File: src/rtl/ball_flipper_collision.sv
// Ball/flipper collision detector: counts overlapping pixels per frame and
// issues one bounce pulse per contact, followed by a per-frame cooldown.
module ball_flipper_collision #(
  parameter int MIN_OVERLAP     = 4,
  parameter int COOLDOWN_FRAMES = 8,
  parameter int MAX_SPEED_X     = 300,
  parameter int MIN_BOUNCE_Y    = 100
) (
  input  logic        clk,
  input  logic        resetN,
  input  logic        startOfFrame,
  input  logic        pause,
  input  logic        draw_ball,
  input  logic        draw_flipper,
  input  logic [31:0] flipperSpeedX,
  input  logic [31:0] ballSpeedX,
  input  logic [31:0] ballSpeedY,
  output logic        hit,
  output logic [31:0] newSpeedX,
  output logic [31:0] newSpeedY,
  output logic [15:0] hitCount
);

  typedef enum logic {ARMED, COOLDOWN} state_t;

  localparam logic [15:0]        MIN_OV  = 16'(MIN_OVERLAP);
  localparam logic [15:0]        CD_INIT = 16'(COOLDOWN_FRAMES);
  localparam logic signed [32:0] MAX_X   = 33'(MAX_SPEED_X);
  localparam logic [31:0]        MIN_Y   = 32'(MIN_BOUNCE_Y);

  state_t      state_q;
  logic [15:0] ovl_cnt_q;
  logic [15:0] cd_cnt_q;
  logic        hit_q;
  logic [31:0] spd_x_q;
  logic [31:0] spd_y_q;
  logic [15:0] hit_cnt_q;

  logic               ovl;
  logic signed [32:0] sx_wide;
  logic [31:0]        sx_d;
  logic [31:0]        ay;
  logic [31:0]        sy_d;

  assign ovl = draw_ball & draw_flipper & ~pause;

  // 33-bit sum so the clamp sees the true value even on 32-bit overflow
  always_comb begin
    sx_wide = $signed({ballSpeedX[31], ballSpeedX})
            + $signed({{2{flipperSpeedX[31]}}, flipperSpeedX[31:1]});
    sx_d = sx_wide[31:0];
    if (sx_wide > MAX_X) begin
      sx_d = MAX_X[31:0];
    end else if (sx_wide < -MAX_X) begin
      sx_d = 32'(-MAX_X);
    end
  end

  always_comb begin
    ay = ballSpeedY;
    if (ballSpeedY == 32'h8000_0000) begin
      ay = 32'h7FFF_FFFF;
    end else if (ballSpeedY[31]) begin
      ay = 32'd0 - ballSpeedY;
    end
    if (ay < MIN_Y) begin
      ay = MIN_Y;
    end
    sy_d = 32'd0 - ay;
  end

  always_ff @(posedge clk or negedge resetN) begin
    if (!resetN) begin
      state_q   <= ARMED;
      ovl_cnt_q <= '0;
      cd_cnt_q  <= '0;
      hit_q     <= 1'b0;
      spd_x_q   <= '0;
      spd_y_q   <= '0;
      hit_cnt_q <= '0;
    end else begin
      hit_q <= 1'b0;
      if (startOfFrame) begin
        ovl_cnt_q <= {15'd0, ovl};
      end else if (ovl && ovl_cnt_q != 16'hFFFF) begin
        ovl_cnt_q <= ovl_cnt_q + 16'd1;
      end
      if (startOfFrame && !pause) begin
        unique case (state_q)
          ARMED: begin
            if (ovl_cnt_q >= MIN_OV) begin
              hit_q    <= 1'b1;
              spd_x_q  <= sx_d;
              spd_y_q  <= sy_d;
              state_q  <= COOLDOWN;
              cd_cnt_q <= CD_INIT;
              if (hit_cnt_q != 16'hFFFF) begin
                hit_cnt_q <= hit_cnt_q + 16'd1;
              end
            end
          end
          COOLDOWN: begin
            if (cd_cnt_q <= 16'd1) begin
              cd_cnt_q <= '0;
              state_q  <= ARMED;
            end else begin
              cd_cnt_q <= cd_cnt_q - 16'd1;
            end
          end
          default: state_q <= ARMED;
        endcase
      end
    end
  end

  assign hit       = hit_q;
  assign newSpeedX = spd_x_q;
  assign newSpeedY = spd_y_q;
  assign hitCount  = hit_cnt_q;

endmodule
File: config.mk
export PLATFORM = sky130hd
export DESIGN_NAME = ball_flipper_collision
export DESIGN_NICKNAME = d
export VERILOG_FILES = /design/src/rtl/ball_flipper_collision.sv
export SDC_FILE = /design/constraint.sdc
export NUM_CORES = 1
export LEC_CHECK = 0
export CAP_MARGIN = 20
export CORE_MARGIN = 2
export CORE_UTILIZATION = 40
export DETAILED_ROUTE_END_ITERATION = 10
export PLACE_DENSITY = 0.65
export SLEW_MARGIN = 20
export SYNTH_ARGS = -nofsm -noshare
export SYNTH_HDL_FRONTEND = slang
export SYNTH_SLANG_ARGS = --single-unit
export TNS_END_PERCENT = 5
File: constraint.sdc
create_clock -name clk -period 7.42 [get_ports clk]
set_input_delay 0.742 -clock clk [delete_from_list [all_inputs] [get_ports clk]]
set_output_delay 0.742 -clock clk [all_outputs]
set_load 0.005 [all_outputs]
== Word level (Yosys, flattened, before mapping) ==
Index checks and enable logic that the tools add are counted.
Storage, ports and cells
  input bits: 102
  register bits: 114
  output and inout port bits: 81
Cells by class
  magnitude comparators: 5
  bitwise operators: 4
  add/sub/neg operators: 6
  equal/unequal tests: 4
  reductions and logical operators: 7
  multiplexer cells: 15
Operators by type and width (number)
  two-way mux 32 bit: 5
  two-way mux 16 bit: 4
  subtractor 1 x 32 -> 32 bit (first input constant): 2
  adder 32 x 31 -> 33 bit: 1
  > comparator 33 x 10 -> 1 bit (second input constant): 1
  < comparator 33 x 10 -> 1 bit (second input constant): 1
  adder 16 x 1 -> 16 bit (second input constant): 2
  == test 32 bit (second input constant): 1
  < comparator 32 x 7 -> 1 bit (second input constant): 1
  != test 16 bit (second input constant): 2
  one-hot mux 16 bit (2 select lines): 1
  >= comparator 16 x 3 -> 1 bit (second input constant): 1
  less-or-equal comparator 16 x 1 -> 1 bit (second input constant): 1
  subtractor 16 x 1 -> 16 bit (second input constant): 1
  two-way mux 1 bit: 4
  AND reduction 4 bit: 1
  AND reduction 3 bit: 1
  bitwise AND 1 bit: 2
  logical AND 1 bit: 2
  != test 2 bit (second input constant): 1
  inverter 1 bit: 2
  one-hot mux 1 bit (2 select lines): 1
  AND reduction 2 bit: 1
  nonzero test 2 bit: 1
  logical NOT 1 bit: 1

== Depth between registers and ports, before layout ==
  word-level depth: 6
  depth in mapped cells: 19
  mapped depth without buffers: 18

== Least setup slack after synthesis ==
No wires, ideal clock.
  path kind: input-to-reg
  from: in ballSpeedY[1]
  to: reg spd_y_q[24] (netlist: newSpeedY[24])
  data required time: 7.325 ns
  stages on the path: 19
  buffers on the path: 1
  data arrival time: 4.839 ns
  setup slack: 2.485 ns
  cell sequence: inv_1 > ha_1 > or3b_2 > o41ai_1 > xnor2_1 > nand4bb_1 > a211oi_1 > and4_4 > nand4_1 > buf_2 > o21ai_0 > ha_1 > inv_1 > a211oi_1 > nand4_1 > inv_1 > nand3_1 > o31a_1 > o31ai_1
On the way
  word-level cells in the longest chain between the ends: 6
  elaborated cells on any way between the ends: 7
  those cells by class: 2 x add/sub; 1 x order compare; 1 x eq/ne; 3 x mux
RTL lines
  start, declared: line 17  | input logic [31:0] ballSpeedY,
  subtractor 1 x 32 -> 32 bit: line 64  | ay = 32'd0 - ballSpeedY;
  two-way mux 32 bit: line 63  | end else if (ballSpeedY[31]) begin
  two-way mux 32 bit (*): line 61  | if (ballSpeedY == 32'h8000_0000) begin
  < comparator 32 x 7 -> 1 bit: line 66  | if (ay < MIN_Y) begin
  two-way mux 32 bit (*): line 66
  subtractor 1 x 32 -> 32 bit (*): line 69  | sy_d = 32'd0 - ay;
  end signal, assigned: line 94  | spd_y_q <= sy_d;
  end, declared: line 36  | logic [31:0] spd_y_q;
Mark *: on every way between the ends. The rest lies on a longest branch, timed or not.
A chain may end at the register's enable or synchronous reset.

== Final worst setup path ==
  from: in ballSpeedY[0]
  to: reg spd_y_q[24] (netlist: newSpeedY[24])
The elaborated chain is that of the path after synthesis.

==> reports/metrics.cfg <==
[pwr]
leakage_nw=4.80
cellPowerDensity_nw_per_um2=178
ir_worst_vdd_mv=0.141

[outcome]
status=complete, no violations

[clock_tree]
cts_made_buffers=17
cts_tree=built
post_cts_buffers=0
clk-insertion-delay-late_ns=0.41
cts.sinks=114
cts.htree.levels=4
cts_resized=0
holdBufCountCts=0
cts_buffer_depth=2
cts-root-buf=clkbuf_16
clk_pin_slew_ns=0.06

[timing]
rsz0062_at_grt=no
setup_slack_ns=1.47
slew_headroom_pct=43.6
tns_ns=0
fmax_mhz=168
worstMarginPinSlew_ns=0.840
period_minus_slack_ns=5.95
post-route-period-util_pct=80.1
final_hold_viol_count=0
fin_worst_skew_ns=0.0114
final_max_slew_viol_count=0
setup_viol=0
fin_hold_ws_ns=0.375

[logic_synthesis]
synth_nets=1240
yosys.cell_types.count=91
synthTopCellsByCount=nand2_1 (116), dfrtp_1 (114), nor2_1 (96)
yosysMostFrequentCell=nand2_1
yosysSeqAreaShare_pct=31.4
synth_area_sq_um=9090
synth-main-ff-cell=dfrtp_1
avgSynthCellArea_sq_um=8.28
yosysWarnings=0
netlist_top_cells_area=dfrtp_1 (31%), ha_1 (5.4%), nand2_1 (4.8%)
async_flop_share_pct=100
yosysTopAreaCellShare_pct=31.4
ys_ff_latch=114
synth-edff-count=0
synth_largest_area_cell=dfrtp_1
synthCells=1098

[placed_design]
dp_hpwl_mm=19.3
post-place-ws_ns=1.13
place_congestion=0.883
port_buffers=181

[critical_path]
cpMostUsedCell=inv_1
timing.rr.end=newSpeedX[8]
rr_worst_depth=11
regToRegStartpoint=ovl_cnt_q[9]
cp_max_fo=8
crit_chain=clkdlybuf4s50_1 -> inv_1 -> ha_1 -> or3b_2 -> nor3_1 -> nand3_1 -> o41ai_1 -> a21oi_1 -> nor3_2 -> nand4_1 -> o21ai_0 -> ha_1 -> inv_1 -> a211oi_1 -> nand4_1 -> inv_1 -> nand3_1 -> nor4_1 -> o31ai_1
crit_arrival_ns=6.22
crit_path_start=ballSpeedY[0]
endpoint_kind=register
startpoint_type=input port
r2r_slack_ns=4.15
cpPeakStageDelay_ns=0.56
required_ns=7.69
critPathKind=input port to register
crit_slowest_cell=clkdlybuf4s50_1

[grt]
grt_pass1_wl_mm=41.1
antenna_found_initial=0
grt_max_degree=64
grt_overflow=0
grt_pass1_vias=8127
track_usage_pct=20.8

[floorplanning]
initial_utilization_pct=40.4
die_width_um=155
rows=55
die_h_um=155
dieArea_sq_um=24000
num_io_pins=183
core_sq_um=22500

[worst_hold_path]
hp-class=input port to async pin

[finish]
syn2layout_area_growth_pct=29.8
drive_gt1_share_pct=6.16
antenna_cells=0
fin_nets=1395
n_fill_cell=2160

[routing]
finalWirelength_mm=25.1
ant_nets=0
drtIter0Drc=595
drcViolationCount=0
wl_per_cell_um=16.2
via_per_inst=5.71
vias=8851
drtPass1Iterations=5

[job]
cap_violations=0

per-stage QoR:
step	area, sq um	std cells	utilization, %	power [mW]
2_1_floorplan	9090	1098	-	0.963
3_3_place_gp	11100	1518	49.3	1.13
3_5_place_dp	11100	1518	49.3	1.13
4_1_cts	11800	1550	52.4	2.11
5_1_grt	11800	1551	52.4	2.20
6_report	11800	1551	52.4	2.10
worst max path at each step:
stage / slack, ns / endpoint / depth (start not counted)
4_1_cts: 1.55 / newSpeedY[24] / 19
3_5_place_dp: 1.13 / newSpeedY[24] / 19
5_1_grt: 0.97 / newSpeedY[24] / 19
3_3_place_gp: 1.31 / newSpeedY[24] / 19
6_report: 1.47 / newSpeedY[24] / 19
2_1_floorplan: 2.49 / newSpeedY[24] / 19
power breakdown:
group / internal, mW / switching, mW
combinational: 0.207 / 0.272
sequential: 0.637 / 0.0120
clock: 0.691 / 0.282
critical path, delay by kind of cell:
family          cells  cell delay (ns)
compound gates      5             1.24
fa+ha+maj           2             0.50
buf+inv             4             0.93
simple gates        8             2.80
logic make-up after synthesis:
| group | share of synthesized area, % |
|---|---|
| and+or+nand+nor | 25.9 |
| AOI/OAI and AO/OA | 24.4 |
| DFF | 31.4 |
| xor gates and xnor gates | 8.38 |
| buffers and inverters | 3.40 |
| adders and majority gates | 5.59 |
| muxes | 0.908 |
layout by cell type (no fill, tap or decap), types with 9 or more instances in the layout:
master           count
a211oi_1            13
a21o_1               9
a21oi_1             61
a31oi_1             10
and3_1              11
and4_1              15
clkbuf_16           17
clkdlybuf4s50_1    180
dfrtp_1            114
ha_1                39
inv_1               27
nand2_1            116
nand2b_1             9
nand3_1             34
nand4_1             25
nor2_1              96
nor3_1              41
nor4_1              14
o21a_1              37
o21ai_0             77
o31ai_1             18
or3_1               19
or4_1               13
xnor2_1             46
xor2_1              41
flip-flops by register name (all words and copies together) (netlist names):
signal,flops
newSpeedX,32
hitCount,16
ovl_cnt_q,16
cd_cnt_q,16
hit,1
state_q,1
newSpeedY,32
metal layers:
metal	vias to the layer above	part of all wire, %	track usage (%)
met1	4169	50	30.6
met2	253	44	32.4
met4	0	1.5	4.72
li1	4406	-	-
met3	23	4.7	2.89
met5	-	0	0
final cells by class:
cell class / instances / area, sq um / share of cell area (%)
Clock buffer: 23 / 478 / 4.05
Clock inverter: 9 / 224 / 1.90
Inverter: 27 / 101 / 0.859
Multi-Input combinational cell: 905 / 5930 / 50.2
Sequential cell: 114 / 2850 / 24.2
Tap cell: 285 / 357 / 3.02
Timing Repair Buffer: 188 / 1860 / 15.8
Note: power is estimated with default switching activity, not from simulation.
